**src/rtl/hack_cpu_if.sv**
```systemverilog
// hack_cpu_if: instruction/data memory bus between the Hack CPU and its memories
interface hack_cpu_if;
   logic [15:0] inM;
   logic [15:0] instruction;
   logic [15:0] outM;
   logic        writeM;
   logic [15:0] addressM;
   logic [15:0] pc;
   modport master (input inM, instruction, output outM, writeM, addressM, pc);
   modport slave (output inM, instruction, input outM, writeM, addressM, pc);
endinterface

```
**src/rtl/hack_cpu.sv**
```systemverilog
// hack_cpu: single-cycle Hack CPU with A, D and PC registers and combinational ALU
module hack_cpu (
   input logic clk,
   input logic reset,
   hack_cpu_if.master bus
);
   logic [15:0] a = '0;
   logic [15:0] d = '0;
   logic [15:0] pc_q = '0;
   logic [15:0] ins, x0, x, y0, y, r, alu;
   logic        c_ins, zr, ng, jmp;
   assign ins   = bus.instruction;
   assign c_ins = ins[15];
   assign x0    = ins[11] ? 16'h0 : d;
   assign x     = ins[10] ? ~x0 : x0;
   assign y0    = ins[9] ? 16'h0 : (ins[12] ? bus.inM : a);
   assign y     = ins[8] ? ~y0 : y0;
   assign r     = ins[7] ? x + y : x & y;
   assign alu   = ins[6] ? ~r : r;
   assign zr    = alu == 16'h0;
   assign ng    = alu[15];
   assign jmp   = c_ins & ((ng & ins[2]) | (zr & ins[1]) | (~ng & ~zr & ins[0]));
   assign bus.outM     = alu;
   assign bus.writeM   = c_ins & ins[3];
   assign bus.addressM = a;
   assign bus.pc       = pc_q;
   // jump target is the pre-edge A, so a same-cycle A write never redirects the jump
   always_ff @(posedge clk) begin
      a    <= !c_ins ? ins : (ins[5] ? alu : a);
      d    <= (c_ins & ins[4]) ? alu : d;
      pc_q <= reset ? 16'h0 : (jmp ? a : pc_q + 16'h1);
   end
endmodule

```
**src/flat_wrapper.sv**
```systemverilog
// flat-port wrapper written by rule: the top's interface ports become plain ports
module hack_cpu_flat 
  (clk, reset, bus_inM, bus_instruction, bus_outM, bus_writeM, bus_addressM, bus_pc);
  hack_cpu_if bus_i ();
  input logic clk;
  input logic reset;
  input wire logic [$bits(bus_i.inM)-1:0] bus_inM;
  input wire logic [$bits(bus_i.instruction)-1:0] bus_instruction;
  output wire logic [$bits(bus_i.outM)-1:0] bus_outM;
  output wire logic [$bits(bus_i.writeM)-1:0] bus_writeM;
  output wire logic [$bits(bus_i.addressM)-1:0] bus_addressM;
  output wire logic [$bits(bus_i.pc)-1:0] bus_pc;
  assign bus_i.inM = bus_inM;
  assign bus_i.instruction = bus_instruction;
  assign bus_outM = bus_i.outM;
  assign bus_writeM = bus_i.writeM;
  assign bus_addressM = bus_i.addressM;
  assign bus_pc = bus_i.pc;
  hack_cpu u_core (.clk(clk), .reset(reset), .bus(bus_i));
endmodule
```
**config.mk**
```make
export PLATFORM = sky130hd
export DESIGN_NAME = hack_cpu_flat
export DESIGN_NICKNAME = d
export VERILOG_FILES = /design/src/rtl/hack_cpu_if.sv /design/src/rtl/hack_cpu.sv /design/src/flat_wrapper.sv
export SDC_FILE = /design/constraint.sdc
export NUM_CORES = 1
export LEC_CHECK = 0
export ABC_AREA = 1
export BUFFER_PORTS_ARGS = -buffer_cell sky130_fd_sc_hd__buf_4
export CAP_MARGIN = 15
export CORE_ASPECT_RATIO = 1.4
export CORE_MARGIN = 10
export CORE_UTILIZATION = 40
export DETAILED_ROUTE_END_ITERATION = 7
export PLACE_DENSITY_LB_ADDON = 0.12
export SLEW_MARGIN = 40
export SYNTH_ARGS = -nofsm -noshare
export SYNTH_HDL_FRONTEND = slang
export SYNTH_SLANG_ARGS = --single-unit
```
**constraint.sdc**
```tcl
create_clock -name clk -period 6.7 [get_ports clk]
set_clock_uncertainty 0.15 [all_clocks]
set_input_delay 0 -clock clk [delete_from_list [all_inputs] [get_ports clk]]
set_output_delay 0 -clock clk [all_outputs]
set_load 0.03 [all_outputs]
```
==> impl_metrics.ini <==
[outcome]
status = completed

[sta]
period_minus_slack_ps = 4130
min_period_over_period_pct = 61.7
setup_violations = 0
tightest_slew_ps = 716
fmax_ghz = 0.242
slew_headroom_pct = 52.2
setup_slack_ps = 2570
rsz0062_at_grt = no
setup_tns_ps = 0
finalHoldViolCount = 0
slew_viol_final = 0

[setup_path]
worstPathRequired_ps = 6740
crit_fanout = 24
crit_buf_inv = 3
cp-start-kind = primary input
worstSetupEndpointType = flop
path_class = primary input to flop
cp_common_cell = nand2_1
max_stage_delay_ps = 550
worstPathArrival_ps = 4170
path_delay_family = simple AND/OR/NAND/NOR gates
crit_path_top_delay_cell = dlygate4sd3_1

[cells_and_area]
nNetsFinal = 823
insertedDiodeCount = 0
area_growth_pct = 21.1
drive_gt1_share_pct = 16.6
final_core_util_pct = 49.7
fillCellCount = 1163

[clock_network]
cts_tree = built
numCtsBuffers = 5
cts.path.max_buffers = 2
path_clk_slew_ps = 70
cts_root_buf = clkbuf_16
htree_levels = 2
hold_buffers = 13
cts_sinks = 48
clk_latency_ps = 290
cts_resized = 0
post_cts_buffers = 0

[drt]
dr_wl_met2_um = 7160
wl_met3_um = 758
wl_met1_um = 5750
maxUsedRoutingLayer = met4
drc = 0
wirelength_um = 14000
viasPerCell = 4.98
drt-wirelength-per-cell_um = 15.3
drtAntennaViolNets = 0
first_iter_violations = 277
vias = 4546
drtPass1Iterations = 5

[placed_design]
dp.final_hpwl_um = 11000
routabilityCongestion = 0.899
dp_worst_setup_slack_ps = 2860
io_buffers = 82

[floorplanning]
io_pins = 83
row_count = 45
die_y_um = 145
start_util_pct = 41.0
core_area_mm2 = 0.0109
die_x_um = 109
die_area_mm2 = 0.0159

[logic_synthesis]
syn-instance-count = 693
yosys_warnings = 0
yosysTopAreaCell = edfxtp_1
synth_ff_type = edfxtp_1
synth.area.top_cells = edfxtp_1, nand2_1, nand3_1
avgSynthCellArea_um2 = 6.47
synth.distinct_cells = 33
synth.cell_area_mm2 = 0.00448
synth_fp_nets = 745
ys_seq_area_share_pct = 28.4
synth_edf_count = 31
synth-async-reset-ratio_pct = 0
ys_ff_latch = 48
yosysTopAreaCellShare_pct = 20.8

[global_route]
grt_overflow = 0
grtUsageTotal_pct = 17.6
grt_max_degree = 30
first_global_vias = 4500
grt_pass1_wl_um = 22600
antenna_found_initial = 0

[hold_path]
hold_path.class = primary input to flop

[power]
ir_drop_mv = 0.104
leakage_uw = 0.00279
p_per_area_mw_per_mm2 = 250

[flow_run]
drv_cap = 0
-- cell usage after synthesis, types with 2 or more instances --
master and n:
xnor2_1 6, inv_2 2, ha_1 17, buf_4 2, buf_2 5, edfxtp_1 31
dfxtp_1 17, nand2_2 15, o21ai_0 32, and2_1 3, or2_2 4, nor2_2 6
inv_1 94, nand3_1 84, clkbuf_1 14, buf_8 2, nor2_4 2, nand4_1 7
a21oi_1 17, nand2_1 204, xor2_1 43, nand3_2 6, nor2_1 70
-- power by group --
part           internal (µW)  leakage (µW)  switching (µW)
Combinational            239       0.00227             461
Clock                    149     0.0000777             118
Sequential               361      0.000446            28.7
-- stage by stage --
| step | area [µm²] | power (µW) | hold WS (ps) | instances |
|---|---|---|---|---|
| 2_1_floorplan | 4480 | 886 | -55.7 | 693 |
| 3_3_place_gp | 5150 | 1080 | 69.9 | 892 |
| 3_5_place_dp | 5150 | 1090 | 69.3 | 892 |
| 4_1_cts | 5430 | 1370 | 69.5 | 913 |
| 5_1_grt | 5430 | 1460 | 101 | 913 |
| 6_report | 5430 | 1360 | 73.2 | 913 |
-- layer usage --
layer | up-vias | track usage, %
li1 | 2331 | -
met1 | 2070 | 20.8
met2 | 126 | 31.1
met3 | 19 | 2.26
met4 | 0 | 6.20
met5 | - | 0
-- final timing paths --
| kind | from | to | slack, ps | depth (start not counted) |
|---|---|---|---|---|
| min reg2reg | u_core.bus.addressM[15] | u_core.bus.pc[15] | 410 | 2 |
| max | bus_instruction[12] | u_core.bus.pc[13] | 2570 | 25 |
| max reg2reg | u_core.bus.addressM[0] | u_core.bus.pc[13] | 2920 | 24 |
| min | reset | u_core.bus.pc[7] | 70 | 4 |
-- cell families (layout without fill, tap and decap cells) --
| family | after synthesis | in the layout | share of synthesized area [%] |
|---|---|---|---|
| buf+inv | 121 | 200 | 10.9 |
| xor+xnor | 49 | 49 | 9.58 |
| flops | 48 | 48 | 28.4 |
| compound gates | 51 | 51 | 5.78 |
| simple gates | 406 | 406 | 40.1 |
| fa+ha+maj | 18 | 18 | 5.19 |
-- cells in the final DEF (no fill, tap or decap), drive strengths merged --
cell and instances:
a21boi 1, a21oi 17, a31oi 1, and2 3, buf 82, clkbuf 6
clkinv 1, dfxtp 17, dlygate4sd3 13, edfxtp 31, fa 1, ha 17
inv 98, nand2 220, nand3 91, nand3b 1, nand4 7, nor2 78
nor3 1, nor3b 1, o21ai 32, or2 4, xnor2 6, xor2 43
-- area by class of cell --
cell class / instances / area [µm²] / area share (%)
timing repair buffer: 95 / 746 / 13.7
clock buffer: 6 / 139 / 2.56
tap: 141 / 176 / 3.25
multi-input combinational: 524 / 2720 / 50.1
clock inverter: 2 / 12.5 / 0.230
sequential: 48 / 1270 / 23.4
inverter: 97 / 364 / 6.71
-- worst register-to-register path: cells and delay by family, from the launching register on --
family | cells | cell delay, ps
buffers and inverters | 1 | 70
adders and majority gates | 2 | 760
and+or+nand+nor | 18 | 1930
DFF | 1 | 350
AOI/OAI and AO/OA | 2 | 240
xor gates and xnor gates | 1 | 170
-- registers in the layout, indices dropped and copies added (netlist names) --
register and flops:
u_core.bus.pc 16, u_core.bus.addressM 16, u_core.d 16
Note: power is estimated with default switching activity, not from simulation.
